<file path="src/rtl/bgd_mul_fxp_pipe_if.sv">
// Operand/result bundle for the pipelined fixed-point multiplier.
// The master drives operands and controls; the slave (the multiplier) returns results.
interface bgd_mul_fxp_pipe_if #(
    parameter int unsigned A_WIDTH = 13,
    parameter int unsigned B_WIDTH = 13,
    parameter int unsigned P_WIDTH = 13
);
    logic                 ce;
    logic [A_WIDTH-1:0]   din0;
    logic [B_WIDTH-1:0]   din1;
    logic                 in_valid;
    logic                 clr_ovf;
    logic [P_WIDTH-1:0]   dout;
    logic                 out_valid;
    logic                 ovf;
    logic [15:0]          ovf_cnt;

    modport master (
        output ce, din0, din1, in_valid, clr_ovf,
        input  dout, out_valid, ovf, ovf_cnt
    );

    modport slave (
        input  ce, din0, din1, in_valid, clr_ovf,
        output dout, out_valid, ovf, ovf_cnt
    );
endinterface

</file>
<file path="src/rtl/bgd_mul_fxp_pipe.sv">
// Pipelined signed fixed-point multiplier: operand regs, full product, delay regs,
// then round/shift/saturate into the output register. Whole pipe advances on ce.
module bgd_mul_fxp_pipe #(
    parameter int unsigned A_WIDTH   = 13,
    parameter int unsigned B_WIDTH   = 13,
    parameter int unsigned P_WIDTH   = 13,
    parameter int unsigned FRAC_BITS = 6,
    parameter int unsigned NUM_STAGE = 4,
    parameter int unsigned ROUND     = 1,
    parameter int unsigned SATURATE  = 1
) (
    input  logic                 clk,
    input  logic                 reset,
    bgd_mul_fxp_pipe_if.slave    bus
);

    localparam int unsigned PW = A_WIDTH + B_WIDTH;
    // Product register plus the pure delay registers that follow it
    localparam int unsigned NP = NUM_STAGE - 2;
    // Post-product arithmetic width: one guard bit over the product, never narrower than dout
    localparam int unsigned EW = ((PW + 1) > P_WIDTH) ? (PW + 1) : P_WIDTH;
    localparam int unsigned HW = EW - P_WIDTH + 1;
    localparam logic [EW-1:0] RND_K = (ROUND != 0 && FRAC_BITS > 0)
        ? (EW'(1) << ((FRAC_BITS > 0) ? (FRAC_BITS - 1) : 0)) : '0;
    localparam logic [15:0] CNT_MAX = 16'hFFFF;

    logic [A_WIDTH-1:0] a_q, a_d;
    logic [B_WIDTH-1:0] b_q, b_d;
    logic               v1_q, v1_d;
    logic [PW-1:0]      prod_q [NP];
    logic [PW-1:0]      prod_d [NP];
    logic [NP-1:0]      pv_q, pv_d;
    logic [P_WIDTH-1:0] dout_q, dout_d;
    logic               out_valid_q, out_valid_d;
    logic               ovf_q, ovf_d;
    logic [15:0]        ovf_cnt_q, ovf_cnt_d;

    logic signed [EW-1:0] ext;
    logic signed [EW-1:0] shifted;
    logic [HW-1:0]        hi;
    logic                 ovf_raw;
    logic [P_WIDTH-1:0]   res;

    // Round, shift and range-limit the oldest product in the delay line
    always_comb begin : final_arith
        ext     = '0;
        shifted = '0;
        hi      = '0;
        ovf_raw = 1'b0;
        res     = '0;
        ext     = {{(EW-PW){prod_q[NP-1][PW-1]}}, prod_q[NP-1]} + RND_K;
        shifted = ext >>> FRAC_BITS;
        hi      = shifted[EW-1:P_WIDTH-1];
        ovf_raw = !((&hi) || !(|hi));
        if (SATURATE != 0 && ovf_raw) begin
            res = shifted[EW-1] ? {1'b1, {(P_WIDTH-1){1'b0}}}
                                : {1'b0, {(P_WIDTH-1){1'b1}}};
        end else begin
            res = shifted[P_WIDTH-1:0];
        end
    end

    // Pipeline advance: every stage holds unless ce
    always_comb begin : pipe_next
        a_d         = a_q;
        b_d         = b_q;
        v1_d        = v1_q;
        prod_d      = prod_q;
        pv_d        = pv_q;
        dout_d      = dout_q;
        out_valid_d = out_valid_q;
        ovf_d       = ovf_q;
        if (bus.ce) begin
            a_d         = bus.din0;
            b_d         = bus.din1;
            v1_d        = bus.in_valid;
            prod_d[0]   = {{B_WIDTH{a_q[A_WIDTH-1]}}, a_q} *
                          {{A_WIDTH{b_q[B_WIDTH-1]}}, b_q};
            pv_d[0]     = v1_q;
            for (int i = 1; i < int'(NP); i++) begin
                prod_d[i] = prod_q[i-1];
                pv_d[i]   = pv_q[i-1];
            end
            dout_d      = res;
            out_valid_d = pv_q[NP-1];
            ovf_d       = pv_q[NP-1] & ovf_raw;
        end
    end

    // Overflow counter: clear wins over increment and ignores ce; sticks at max
    always_comb begin : cnt_next
        ovf_cnt_d = ovf_cnt_q;
        if (bus.clr_ovf) begin
            ovf_cnt_d = '0;
        end else if (bus.ce && pv_q[NP-1] && ovf_raw && ovf_cnt_q != CNT_MAX) begin
            ovf_cnt_d = ovf_cnt_q + 16'd1;
        end
    end

    always_ff @(posedge clk or negedge reset) begin : regs
        if (!reset) begin
            a_q         <= '0;
            b_q         <= '0;
            v1_q        <= 1'b0;
            prod_q      <= '{default: '0};
            pv_q        <= '0;
            dout_q      <= '0;
            out_valid_q <= 1'b0;
            ovf_q       <= 1'b0;
            ovf_cnt_q   <= '0;
        end else begin
            a_q         <= a_d;
            b_q         <= b_d;
            v1_q        <= v1_d;
            prod_q      <= prod_d;
            pv_q        <= pv_d;
            dout_q      <= dout_d;
            out_valid_q <= out_valid_d;
            ovf_q       <= ovf_d;
            ovf_cnt_q   <= ovf_cnt_d;
        end
    end

    assign bus.dout      = dout_q;
    assign bus.out_valid = out_valid_q;
    assign bus.ovf       = ovf_q;
    assign bus.ovf_cnt   = ovf_cnt_q;

endmodule

</file>
<file path="src/flat_wrapper.sv">
// flat-port wrapper written by rule: the top's interface ports become plain ports
module bgd_mul_fxp_pipe_flat 
#(
    parameter int unsigned A_WIDTH   = 13,
    parameter int unsigned B_WIDTH   = 13,
    parameter int unsigned P_WIDTH   = 13,
    parameter int unsigned FRAC_BITS = 6,
    parameter int unsigned NUM_STAGE = 4,
    parameter int unsigned ROUND     = 1,
    parameter int unsigned SATURATE  = 1
)
  (clk, reset, bus_ce, bus_din0, bus_din1, bus_in_valid, bus_clr_ovf, bus_dout, bus_out_valid, bus_ovf, bus_ovf_cnt);
  bgd_mul_fxp_pipe_if #(.A_WIDTH(A_WIDTH), .B_WIDTH(B_WIDTH), .P_WIDTH(P_WIDTH)) bus_i ();
  input  logic clk;
  input  logic reset;
  input wire logic [$bits(bus_i.ce)-1:0] bus_ce;
  input wire logic [$bits(bus_i.din0)-1:0] bus_din0;
  input wire logic [$bits(bus_i.din1)-1:0] bus_din1;
  input wire logic [$bits(bus_i.in_valid)-1:0] bus_in_valid;
  input wire logic [$bits(bus_i.clr_ovf)-1:0] bus_clr_ovf;
  output wire logic [$bits(bus_i.dout)-1:0] bus_dout;
  output wire logic [$bits(bus_i.out_valid)-1:0] bus_out_valid;
  output wire logic [$bits(bus_i.ovf)-1:0] bus_ovf;
  output wire logic [$bits(bus_i.ovf_cnt)-1:0] bus_ovf_cnt;
  assign bus_i.ce = bus_ce;
  assign bus_i.din0 = bus_din0;
  assign bus_i.din1 = bus_din1;
  assign bus_i.in_valid = bus_in_valid;
  assign bus_i.clr_ovf = bus_clr_ovf;
  assign bus_dout = bus_i.dout;
  assign bus_out_valid = bus_i.out_valid;
  assign bus_ovf = bus_i.ovf;
  assign bus_ovf_cnt = bus_i.ovf_cnt;
  bgd_mul_fxp_pipe #(.A_WIDTH(A_WIDTH), .B_WIDTH(B_WIDTH), .P_WIDTH(P_WIDTH), .FRAC_BITS(FRAC_BITS), .NUM_STAGE(NUM_STAGE), .ROUND(ROUND), .SATURATE(SATURATE)) u_core (.clk(clk), .reset(reset), .bus(bus_i));
endmodule
</file>
<file path="config.mk">
export PLATFORM = sky130hd
export DESIGN_NAME = bgd_mul_fxp_pipe_flat
export DESIGN_NICKNAME = d
export VERILOG_FILES = /design/src/rtl/bgd_mul_fxp_pipe_if.sv /design/src/rtl/bgd_mul_fxp_pipe.sv /design/src/flat_wrapper.sv
export SDC_FILE = /design/constraint.sdc
export NUM_CORES = 1
export LEC_CHECK = 0
export BUFFER_PORTS_ARGS = -buffer_cell sky130_fd_sc_hd__buf_2
export CAP_MARGIN = 30
export CORE_ASPECT_RATIO = 1.2
export CORE_MARGIN = 2
export CORE_UTILIZATION = 50
export CTS_BUF_LIST = sky130_fd_sc_hd__clkbuf_16
export DETAILED_ROUTE_END_ITERATION = 10
export PLACE_DENSITY = 0.67
export REMOVE_ABC_BUFFERS = 1
export SETUP_SLACK_MARGIN = 0.1
export SYNTH_ARGS = -nofsm -noshare
export SYNTH_HDL_FRONTEND = slang
export SYNTH_SLANG_ARGS = --single-unit
</file>
<file path="constraint.sdc">
create_clock -name clk -period 15.8 [get_ports clk]
set_input_delay 2.37 -clock clk [delete_from_list [all_inputs] [get_ports clk]]
set_output_delay 2.37 -clock clk [all_outputs]
set_load 0.1 [all_outputs]
</file>
* Yosys cells after proc, flatten, opt, wreduce, memory -nomap -nowiden *
Index checks and enable logic that the tools add are counted.

storage, ports and cells
  logic and storage cells = 28
  bits in registers = 112
  bits of input ports = 31

cells by class
  equal/unequal tests = 1
  add/subtract/negate cells = 2
  mux-type cells = 4
  bitwise operators = 1
  multiply operators = 1
  reduce and logical (&&, ||, !) cells = 9

operators by type and width
  operator                                                         count
  16-bit two-way mux                                               2
  26-bit by 7-bit adder with 27-bit output, second input constant  1
  13-bit by 13-bit multiplier with 26-bit output                   1
  13-bit two-way mux                                               2
  16-bit by 1-bit adder with 16-bit output, second input constant  1
  16-bit inequality test, second input constant                    1
  9-bit AND reduction                                              1
  9-bit OR reduction                                               1
  1-bit logical AND                                                3
  1-bit logical NOT                                                2
  2-bit nonzero test                                               1
  1-bit bitwise AND                                                1
  1-bit logical OR                                                 1

* Depth between registers and ports, before layout *
Gate-level depths: netlist of the first run.

  depth in word-level cells = 9
  depth in mapped cells = 23

* Worst setup path before layout of the first run *
Ideal clock, no wire load.

  path type = register to register
  start point = reg u_core.a_q[3]
  end point = reg u_core.prod_q[51] (netlist name)
  data required time = 15.731 ns
  arrival = 5.823 ns
  cell stages (with the launch flop) = 19
  clock period less this slack = 5.892 ns
  setup slack = 9.908 ns
  cell sequence = dfrtp_1 -> clkbuf_1 -> and2_1 -> fa_1 -> inv_1 -> fa_1 -> inv_1 -> fa_1 -> fa_1 -> fa_1 -> fa_1 -> ha_1 -> or3_1 -> o31ai_1 -> o21ai_1 -> a31oi_1 -> o31ai_1 -> or4_1 -> nand3_1

on the way
  longest elaborated chain between the ends = 1

ends and longest elaborated chain
  element                                         RTL line                 source
  from (decl)                                     bgd_mul_fxp_pipe.sv:27   logic [A_WIDTH-1:0] a_q, a_d;
  from (signal assigned)                          bgd_mul_fxp_pipe.sv:102  a_q <= '0;
  from (signal assigned)                          bgd_mul_fxp_pipe.sv:112  a_q <= a_d;
  13-bit by 13-bit multiplier with 26-bit output  bgd_mul_fxp_pipe.sv:77   prod_d[0] = {{B_WIDTH{a_q[A_WIDTH-1]}}, a_q} *
  to (signal assigned)                            bgd_mul_fxp_pipe.sv:115  prod_q <= prod_d;
  to (decl)                                       bgd_mul_fxp_pipe.sv:30   logic [PW-1:0] prod_q [NP];

Every way passes these cells.
A chain may end at the register's enable or synchronous reset.

* Worst setup path after layout of the first run *
  start point = reg u_core.b_q[6]
  end point = reg u_core.prod_q[51] (netlist name)

on the way
  longest elaborated chain between the ends = 1

ends and longest elaborated chain
  element                                         RTL line                 source
  from (decl)                                     bgd_mul_fxp_pipe.sv:28   logic [B_WIDTH-1:0] b_q, b_d;
  from (signal assigned)                          bgd_mul_fxp_pipe.sv:103  b_q <= '0;
  from (signal assigned)                          bgd_mul_fxp_pipe.sv:113  b_q <= b_d;
  13-bit by 13-bit multiplier with 26-bit output  bgd_mul_fxp_pipe.sv:77

Every way passes these cells.

==> results of run 1 <==
==> stage by stage <==
| stage | instance area (um2) | std cells | util (%) | setup WS, ns | hold WS [ns] |
|---|---|---|---|---|---|
| 3_5_place_dp | 11420 | 1377 | 52.96 | 9.371 | 0.4742 |
| 5_1_grt | 11720 | 1393 | 54.38 | 9.003 | 0.5054 |
| 4_1_cts | 11720 | 1393 | 54.38 | 9.337 | 0.4848 |
| 6_report | 11720 | 1393 | 54.38 | 9.340 | 0.4771 |
| 3_3_place_gp | 11420 | 1377 | 52.96 | 9.452 | 0.4629 |
| 2_1_floorplan | 10740 | 1039 | - | 9.958 | 0.4465 |
==> kinds of logic (layout without fill, tap and decap cells) <==
group	Yosys count	in the layout	share of synthesized area, %
buf+inv	245	281	8.464
simple gates	294	294	13.64
fa+ha+maj	227	227	37.18
flops	102	102	23.40
compound gates	103	103	6.721
xor+xnor	41	41	3.292
mux	71	71	7.306
==> routing by layer <==
metal | vias up | GRT usage [%] | routed length, um
li1 | 3487 | - | -
met1 | 3668 | 27.15 | 9418
met2 | 161 | 34.89 | 10710
met3 | 20 | 3.345 | 1240
met4 | 0 | 5.007 | 274
met5 | - | 0 | 0
==> layout make-up <==
type / count / share of cell area [%]
clock inverters: 7 / 0.6938
inverters: 201 / 6.436
flip-flops and latches: 102 / 21.77
well taps: 274 / 2.925
multi-input cells: 736 / 63.41
repair buffers: 64 / 2.839
clock buffers: 9 / 1.921
==> critical path: cells and delay by family (launching register included) <==
kind | cells | cell delay (ns)
buffers and inverters | 3 | 0.16
adders and majority gates | 7 | 3.23
DFF | 1 | 0.72
AOI/OAI and AO/OA | 4 | 1.15
and+or+nand+nor | 4 | 1.10
==> worst max path at each step <==
stage | depth (start not counted) | from | to | slack, ns
after floorplan | 17 | u_core.b_q[9] | u_core.prod_q[51] | 9.96
after global placement | 18 | u_core.a_q[8] | u_core.prod_q[51] | 9.45
after detailed placement | 18 | u_core.a_q[8] | u_core.prod_q[51] | 9.37
after CTS | 18 | u_core.a_q[8] | u_core.prod_q[51] | 9.34
after global routing | 18 | u_core.a_q[8] | u_core.prod_q[51] | 9.00
final | 18 | u_core.b_q[6] | u_core.prod_q[51] | 9.34
==> registers in the layout, summed over array words and instances (netlist names) <==
register / cells
u_core.v1_q: 1
u_core.bus.ovf_cnt: 16
u_core.bus.out_valid: 1
u_core.pv_q: 2
u_core.prod_q: 42
u_core.a_q: 13
u_core.bus.ovf: 1
u_core.b_q: 13
u_core.bus.dout: 13
==> cell usage in the layout (no fill, tap or decap), types with 7 or more instances in the layout <==
cell | Yosys | routed
a21o_1 | 13 | 13
a21oi_1 | 21 | 21
and2_1 | 70 | 70
buf_2 | 3 | 59
clkbuf_16 | 0 | 9
dfrtp_1 | 102 | 102
fa_1 | 162 | 162
ha_1 | 65 | 65
inv_1 | 200 | 200
mux2_2 | 66 | 66
nand2_1 | 113 | 113
nand2b_1 | 9 | 9
nand3_1 | 13 | 13
nand4_1 | 14 | 14
nor2_1 | 38 | 38
nor2b_1 | 7 | 7
o21ai_0 | 15 | 15
o221ai_1 | 12 | 12
xnor2_1 | 25 | 25
xor2_1 | 16 | 16
==> out/metrics.csv, run 1 <==
stage,metric,value,unit
setup_path,Reg2Reg Depth,18,
setup_path,Critical-path top delay cell,dfrtp_1,
sta,final setup TNS,0,ns
yosys,Post-Syn Area,10910,um2
cts,Post-CTS Resized,0,
setup_path,WS Path Type,reg -> reg,
sta,Final Skew,0.01606,ns
yosys,post-synthesis sequential element count,102,
detailed_routing,DR vias,7336,
detailed_routing,DR iter-0 viols,415,
sta,Worst-Margin Slew,0.8305,ns
setup_path,Reg2Reg Setup Slack,9.34,ns
worst_hold_path,hold path depth,2,
setup_path,most used cell along the critical path,fa_1,
global_route,initial antenna violation count,0,
cts,CTS buffer count,9,
global_route,vias in the first global route,7868,
yosys,most frequent cells after synthesis,"inv_1 (200), fa_1 (162), nand2_1 (113)",
worst_hold_path,HP Start,u_core.prod_q[45],
place,DP Wirelength,16.99,mm
yosys,Yosys top cell area share,29.73,%
cts,CTS root buf,clkbuf_16,
global_route,first-pass GRT wire length,38.33,mm
yosys,Cell variety after synth,60,
cts,worst skew pair latency,0.36,ns
worst_hold_path,"Endpoint, Worst Hold",u_core.prod_q[19],
cts,Clock Sinks,102,
global_route,Global Route Usage Sum,20.32,%
yosys,top post-synthesis cells by area,"fa_1 (30%), dfrtp_1 (23%), ha_1 (7.5%)",
setup_path,Worst Setup Start Kind,flop,
setup_path,CP cell instances,nand2_1 -> fa_1 -> inv_1 -> fa_1 -> inv_1 -> fa_1 -> fa_1 -> inv_1 -> fa_1 -> fa_1 -> ha_1 -> or3_1 -> o31ai_1 -> o21ai_1 -> a31oi_1 -> o31ai_1 -> or4_1 -> nand3_1,
floorplan,top-level port count,62,
final_layout,Multi-input gate area,7433,um2
floorplan,chip width,138.8,um
cts,clk slew on worst S/H paths,0.08,ns
yosys,register area share after synthesis,23.40,%
cts,clk buf depth,2,
yosys,"FFs w/ async S/R, synth",100.0,%
setup_path,CP peak stage delay,0.72,ns
sta,final worst-path cycle share,40.88,%
sta,Setup-failing EPs final,0,
detailed_routing,routed wire length,21.64,mm
yosys,"Top FF cell, synth",dfrtp_1,
setup_path,Crit path required time,16.08,ns
final_layout,share of cells above drive strength 1,14.21,%
job,max-cap viol count,0,
yosys,warnings from Yosys,0,
setup_path,r2r startpoint,u_core.b_q[6],
global_route,pin count of the biggest net entering global routing,68,
setup_path,CP endpoint kind,flop,
sta,crit path time final,6.460,ns
detailed_routing,iteration count of the initial detailed-routing pass,4,
sta,endpoints failing hold,0,
cts,CTS tree,yes,
yosys,Syn Area/Cell,10.07,um2
final_layout,# fillers,1959,
place,PortBufs,61,
yosys,cells after synthesis,1083,
setup_path,reg2reg end,u_core.prod_q[51],
final_layout,area grow syn2layout,7.455,%
setup_path,critical path arrival,6.74,ns
sta,headroom to the max-slew limit,44.63,%
floorplan,die height,165.8,um
sta,Slew Limit Fails,0,
final_layout,FF+latch area,2552,um2
sta,RSZ-0062 raised after global routing,false,
global_route,grt total ovfl,0,
yosys,"EDFF count, synth",0,
floorplan,cell row count,59,
sta,Highest Clock Rate,154.8,MHz
yosys,cell taking the most area after synthesis,fa_1,
detailed_routing,Via density,5.266,
worst_hold_path,worst hold path class,reg -> reg,
cts,postcts setup bufs,0,
detailed_routing,DRC viols,0,
floorplan,Core ar.,21560,um2
place,RePlAce Congestion,0.8684,
cts,CTS Hold Bufs,0,
cts,H-tree depth,3,
final_layout,Ant. Diodes,0,
detailed_routing,routed wire length per instance,15.54,um
floorplan,initial core utilization,50.61,%
yosys,leading cell type by number of instances after synthesis,inv_1,
setup_path,"Max FO, Critical Path",14,
detailed_routing,Routed Antenna Nets,0,
final_layout,NumNets Final,1372,
outcome,status,"finished, final reports clean",
floorplan,Die Outline Area,23020,um2
Power of run 1 is left out: the tool's default activity adds up to more than one toggle a clock period on the data nets, which glitch-free logic cannot reach.
==> inputs of run 2 (changes only) <==
clock period = 6.2 ns   (was 15.8 ns; I/O delays follow)
==> run 2 against run 1 <==
- core utilization up 1.4 points
- sequential cell count unchanged
- global-route usage grew 0.23 points
- die area stayed put
- non-clock buffer count up 32
- critical path type unchanged
- largest cell class unchanged
- clock skew shrank 0.00096 ns
- hold slack gained 0.0076 ns
- final cell count up 2.3%
==> out/metrics.csv, run 2 (synthesized netlist as in run 1, its figures left out) <==
stage,metric,value,unit,change
floorplan,Core ar.,21560,um2,unchanged
sta,Final Skew,0.01511,ns,-0.0009587 ns
floorplan,top-level port count,62,,unchanged
cts,postcts setup bufs,0,,unchanged
worst_hold_path,HP Start,u_core.bus.dout[12],,
final_layout,area grow syn2layout,10.13,%,
detailed_routing,iteration count of the initial detailed-routing pass,5,,+1
sta,Slew Limit Fails,0,,unchanged
sta,final setup TNS,0,ns,unchanged
cts,CTS buffer count,9,,unchanged
floorplan,chip width,138.8,um,unchanged
detailed_routing,routed wire length per instance,15.69,um,+0.96%
place,RePlAce Congestion,0.8661,,-0.26%
cts,CTS root buf,clkbuf_16,,
global_route,vias in the first global route,8001,,+1.7%
floorplan,Die Outline Area,23020,um2,unchanged
cts,clk slew on worst S/H paths,0.07,ns,about the same
setup_path,Crit path required time,6.44,ns,-9.64 ns
setup_path,Worst Setup Start Kind,flop,,
global_route,Global Route Usage Sum,20.55,%,+0.23 points
job,max-cap viol count,0,,unchanged
global_route,initial antenna violation count,0,,unchanged
worst_hold_path,worst hold path class,reg -> reg,,
floorplan,cell row count,59,,unchanged
place,PortBufs,61,,unchanged
detailed_routing,DR iter-0 viols,378,,-8.9%
worst_hold_path,"Endpoint, Worst Hold",u_core.bus.dout[12],,
final_layout,"commonest non-fill, non-tap cell in the layout",inv_1,,
setup_path,CP endpoint kind,flop,,
final_layout,NumNets Final,1404,,+2.3%
final_layout,max reg flops,42,,unchanged
cts,Clock Sinks,102,,unchanged
sta,Setup-failing EPs final,0,,unchanged
final_layout,Biggest register,u_core.prod_q,,
setup_path,Reg2Reg Setup Slack,0.35,ns,-8.99 ns
detailed_routing,routed wire length,22.35,mm,+3.3%
sta,final worst-path cycle share,94.35,%,+53 points
detailed_routing,DR vias,7514,,+2.4%
global_route,pin count of the biggest net entering global routing,61,,-10%
detailed_routing,Via density,5.273,,+0.13%
cts,CTS tree,yes,,
setup_path,r2r startpoint,u_core.a_q[4],,
sta,RSZ-0062 raised after global routing,true,,
cts,clk buf depth,2,,unchanged
cts,CTS Hold Bufs,0,,unchanged
setup_path,WS Path Type,reg -> reg,,
final_layout,share of cells above drive strength 1,18.25,%,+4.0 points
cts,H-tree depth,3,,unchanged
setup_path,CP peak stage delay,0.53,ns,-0.19 ns
global_route,first-pass GRT wire length,38.56,mm,+0.59%
setup_path,most used cell along the critical path,fa_1,,
place,pre-CTS setup slack,0.08415,ns,-9.287 ns
outcome,status,"finished, final reports clean",,
detailed_routing,DRC viols,0,,unchanged
global_route,grt total ovfl,0,,unchanged
place,DP Wirelength,17.95,mm,+5.6%
sta,Highest Clock Rate,171.0,MHz,+10%
sta,Worst-Margin Slew,0.7465,ns,-0.08398 ns
sta,final setup margin,0.3505,ns,-8.990 ns
setup_path,"Max FO, Critical Path",8,,-6
detailed_routing,Routed Antenna Nets,0,,unchanged
setup_path,Critical-path top delay cell,fa_1,,
floorplan,initial core utilization,50.61,%,unchanged
final_layout,Ant. Diodes,0,,unchanged
setup_path,critical path arrival,6.09,ns,-0.65 ns
worst_hold_path,hold path depth,2,,unchanged
setup_path,CP cell instances,buf_4 -> and2_1 -> fa_1 -> inv_1 -> fa_1 -> fa_1 -> fa_1 -> fa_1 -> inv_1 -> ha_1 -> ha_1 -> o21a_1 -> a2111oi_2 -> buf_4 -> o211ai_1 -> a31o_2 -> a31o_2 -> a21oi_1 -> xnor2_1 -> mux2_2,,
setup_path,reg2reg end,u_core.prod_q[44],,
setup_path,Reg2Reg Depth,20,,+2
sta,endpoints failing hold,0,,unchanged
cts,worst skew pair latency,0.36,ns,about the same
floorplan,die height,165.8,um,unchanged
final_layout,highest-count cells in the layout ignoring fill and taps,"inv_1 (200), fa_1 (159), nand2_1 (113)",,
sta,headroom to the max-slew limit,50.23,%,+5.6 points
sta,crit path time final,5.850,ns,-0.6102 ns
[run 2: repair_timing]
action | in CTS | in global routing
setup endpoints to repair | 1 | 6
pin swaps | 0 | 2
gates resized for setup | 1 | 19
[run 2: final cells by class]
type	count	area, um2
well taps	274	342.8
repair buffers	96	573.1
clock buffers	9	225.2
inverters	201	758.2
clock inverters	7	81.33
multi-input cells	736	7470
fillers	1942	9542
flip-flops and latches	102	2564
[run 2: worst max-delay path by stage]
| stage | from | end | slack, ns | depth (start not counted) |
|---|---|---|---|---|
| after floorplan | u_core.b_q[9] | u_core.prod_q[51] | 0.36 | 17 |
| after global placement | u_core.b_q[6] | u_core.prod_q[51] | 0.23 | 18 |
| after detailed placement | u_core.b_q[6] | u_core.prod_q[51] | 0.08 | 18 |
| after CTS | u_core.b_q[9] | u_core.prod_q[51] | 0.12 | 17 |
| after global routing | u_core.b_q[12] | u_core.prod_q[51] | 0.09 | 20 |
| final | u_core.a_q[4] | u_core.prod_q[44] | 0.35 | 20 |
[run 2: worst max-delay path, delay by kind of cell (launching register included)]
kind	cells	cell delay, ns
xor gates and xnor gates	1	0.08
AOI/OAI and AO/OA	6	1.30
and+or+nand+nor	1	0.17
muxes	1	0.26
buffers and inverters	4	0.45
adders and majority gates	7	3.01
DFF	1	0.46
[run 2: per-layer routing]
layer	up-vias	GRT usage, %	share of wire, %
met5	-	0	0
met1	3802	26.76	44
met4	0	5.007	1.6
met2	132	36.35	51
li1	3554	-	-
met3	26	3.028	3.0
[run 2: through the flow]
step,instances,util [%],hold slack (ns),cell area (um2)
3_5_place_dp,1409,54.07,0.4703,11660
5_1_grt,1425,55.73,0.5089,12010
4_1_cts,1425,55.50,0.4891,11960
3_3_place_gp,1409,54.07,0.4634,11660
2_1_floorplan,1039,-,0.4465,10740
6_report,1425,55.73,0.4847,12010
Power of run 2 is left out for the same reason.
==> inputs of run 3 (changes only) <==
CAP_MARGIN = 5   (was 30)
PLACE_DENSITY = 0.7   (was 0.67)
clock period = 5.16 ns   (was 6.2 ns; I/O delays follow)
==> run 3 against run 2 <==
- the flow now finishes with violations (negative setup slack)
- critical path depth decreased by 2
- worst setup slack got worse by 0.74 ns
- global-route usage increased by 1.3 points
- critical path type unchanged
- largest cell class unchanged
- highest routed layer unchanged
==> out/metrics.csv, run 3 (synthesized netlist as in run 1, its figures left out) <==
stage,metric,value,unit,change
outcome,status,finished with violations,,
outcome,failing checks,negative setup slack,,
worst_hold_path,worst hold path class,reg -> reg,,
cts,worst skew pair latency,0.36,ns,about the same
floorplan,initial core utilization,50.61,%,unchanged
setup_path,r2r startpoint,u_core.a_q[7],,
floorplan,die height,165.8,um,unchanged
setup_path,CP peak stage delay,0.57,ns,+0.04 ns
place,RePlAce Congestion,0.8665,,about the same
final_layout,max reg flops,42,,unchanged
detailed_routing,iteration count of the initial detailed-routing pass,5,,unchanged
place,PortBufs,61,,unchanged
final_layout,Ant. Diodes,0,,unchanged
floorplan,chip width,138.8,um,unchanged
floorplan,top-level port count,62,,unchanged
sta,Highest Clock Rate,180.1,MHz,+5.4%
sta,Setup-failing EPs final,11,,+11
setup_path,Worst Setup SP,u_core.a_q[7],,
setup_path,WS Path Type,reg -> reg,,
final_layout,Biggest register,u_core.prod_q,,
sta,Worst-Margin Slew,0.7880,ns,+0.04146 ns
cts,H-tree depth,3,,unchanged
setup_path,critical path arrival,5.84,ns,-0.25 ns
cts,Clock Sinks,102,,unchanged
setup_path,CP endpoint kind,flop,,
worst_hold_path,HP Start,u_core.prod_q[45],,
place,"Cell Area, Placed",12350,um2,+6.0%
detailed_routing,Routed Antenna Nets,0,,unchanged
detailed_routing,routed wire length,24.41,mm,+9.2%
job,max-cap viol count,0,,unchanged
setup_path,CP cell instances,buf_4 -> buf_6 -> nand2_2 -> fa_1 -> fa_1 -> inv_2 -> fa_1 -> fa_1 -> fa_1 -> fa_1 -> ha_2 -> or3_4 -> o31ai_4 -> o21ai_2 -> a31oi_4 -> o31ai_4 -> or4_1 -> nand3_1,,
setup_path,Critical-path top delay cell,fa_1,,
sta,crit path time final,5.552,ns,-0.2971 ns
sta,final setup margin,-0.3924,ns,-0.7429 ns
place,DP Wirelength,18.89,mm,+5.3%
cts,CTS tree,yes,,
global_route,vias in the first global route,8722,,+9.0%
final_layout,NumNets Final,1517,,+8.0%
detailed_routing,routed wire length per instance,15.87,um,+1.2%
sta,final worst-path cycle share,107.6,%,+13 points
setup_path,Worst Setup Start Kind,flop,,
floorplan,Core ar.,21560,um2,unchanged
sta,Slew Limit Fails,0,,unchanged
cts,clk buf depth,2,,unchanged
cts,CTS buffer count,9,,unchanged
global_route,grt total ovfl,0,,unchanged
floorplan,Die Outline Area,23020,um2,unchanged
detailed_routing,DR vias,7948,,+5.8%
setup_path,Reg2Reg Setup Slack,-0.39,ns,-0.74 ns
detailed_routing,DR iter-0 viols,313,,-17%
final_layout,"Core Util, Final",62.62,%,+6.9 points
setup_path,Reg2Reg Depth,18,,-10%
cts,clk slew on worst S/H paths,0.07,ns,about the same
setup_path,Crit path required time,5.45,ns,-0.99 ns
global_route,first-pass GRT wire length,41.06,mm,+6.5%
setup_path,crit path to,u_core.prod_q[51],,
sta,RSZ-0062 raised after global routing,true,,
sta,final setup TNS,-3.317,ns,-3.317 ns
global_route,Global Route Usage Sum,21.89,%,+1.3 points
sta,Final Skew,0.007778,ns,-0.007327 ns
sta,headroom to the max-slew limit,47.47,%,-2.8 points
setup_path,most used cell along the critical path,fa_1,,
setup_path,reg2reg end,u_core.prod_q[51],,
final_layout,final instance area,13500,um2,+12%
cts,CTS root buf,clkbuf_16,,
sta,endpoints failing hold,0,,unchanged
detailed_routing,DRC viols,0,,unchanged
global_route,pin count of the biggest net entering global routing,58,,-4.9%
global_route,initial antenna violation count,0,,unchanged
final_layout,"commonest non-fill, non-tap cell in the layout",inv_1,,
final_layout,highest-count cells in the layout ignoring fill and taps,"inv_1 (189), fa_1 (152), buf_4 (131)",,
floorplan,cell row count,59,,unchanged
final_layout,area grow syn2layout,23.73,%,
final_layout,share of cells above drive strength 1,32.20,%,+14 points
detailed_routing,Via density,5.168,,-2.0%
setup_path,"Max FO, Critical Path",3,,-5
[run 3: changes by cell type in the layout (fill, tap and decap cells not counted), moves of 8 or more]
cell     change
buf_6       +18
a21oi_1      -8
ha_1        -26
inv_1       -11
buf_4       +94
a21oi_2      +8
mux2_4       +9
mux2_2       -9
inv_2       +12
ha_4        +25
[run 3: what timing repair did]
| item | CTS | global route |
|---|---|---|
| hold buffers | 0 | 0 |
| setup endpoints to repair | 15 | 15 |
| pin swaps | 72 | 70 |
| resized for setup | 87 | 63 |
| buffers inserted | 9 | 12 |
[run 3: layer usage]
metal / global-route usage, % / vias up / wire, um / share of wire, %
li1: - / 3768 / - / -
met1: 26.73 / 4017 / 10230 / 42
met2: 40.03 / 125 / 12880 / 53
met3: 3.028 / 38 / 677 / 2.8
met4: 6.939 / 0 / 614 / 2.5
met5: 0 / - / 0 / 0
[run 3: final cells by class]
type                       count  area, um2
fill                        1746       8058
multi-input combinational    736       8054
sequential                   102       2566
timing repair buffer         209       1501
inverter                     201      757.0
tap                          274      342.8
clock buffer                   9      225.2
clock inverter                 7      51.30
[run 3: critical path: cells and delay by family (launching register included)]
kind	cells	cell delay, ns
adder cells (fa/ha/maj)	7	3.14
AND/OR/NAND/NOR	4	0.97
AO/OA/AOI/OAI	4	0.65
flip-flops	1	0.42
buffers and inverters	3	0.30
[run 3: worst min-delay path by stage]
stage / end / cells past startpoint
2_1_floorplan: u_core.prod_q[19] / 2
3_3_place_gp: u_core.prod_q[19] / 2
3_5_place_dp: u_core.prod_q[19] / 2
4_1_cts: u_core.prod_q[19] / 2
5_1_grt: u_core.pv_q[0] / 1
6_report: u_core.prod_q[19] / 2
[run 3: through the flow]
stage | hold WS [ns] | cells | worst slack (ns)
finish | 0.4764 | 1538 | -0.3924
global route | 0.5151 | 1538 | -0.5797
CTS | 0.4820 | 1527 | -0.4108
detailed placement | 0.4663 | 1502 | -0.7498
global placement | 0.4648 | 1502 | -0.7187
floorplan | 0.4465 | 1039 | -0.6817
Power of run 3 is left out for the same reason.
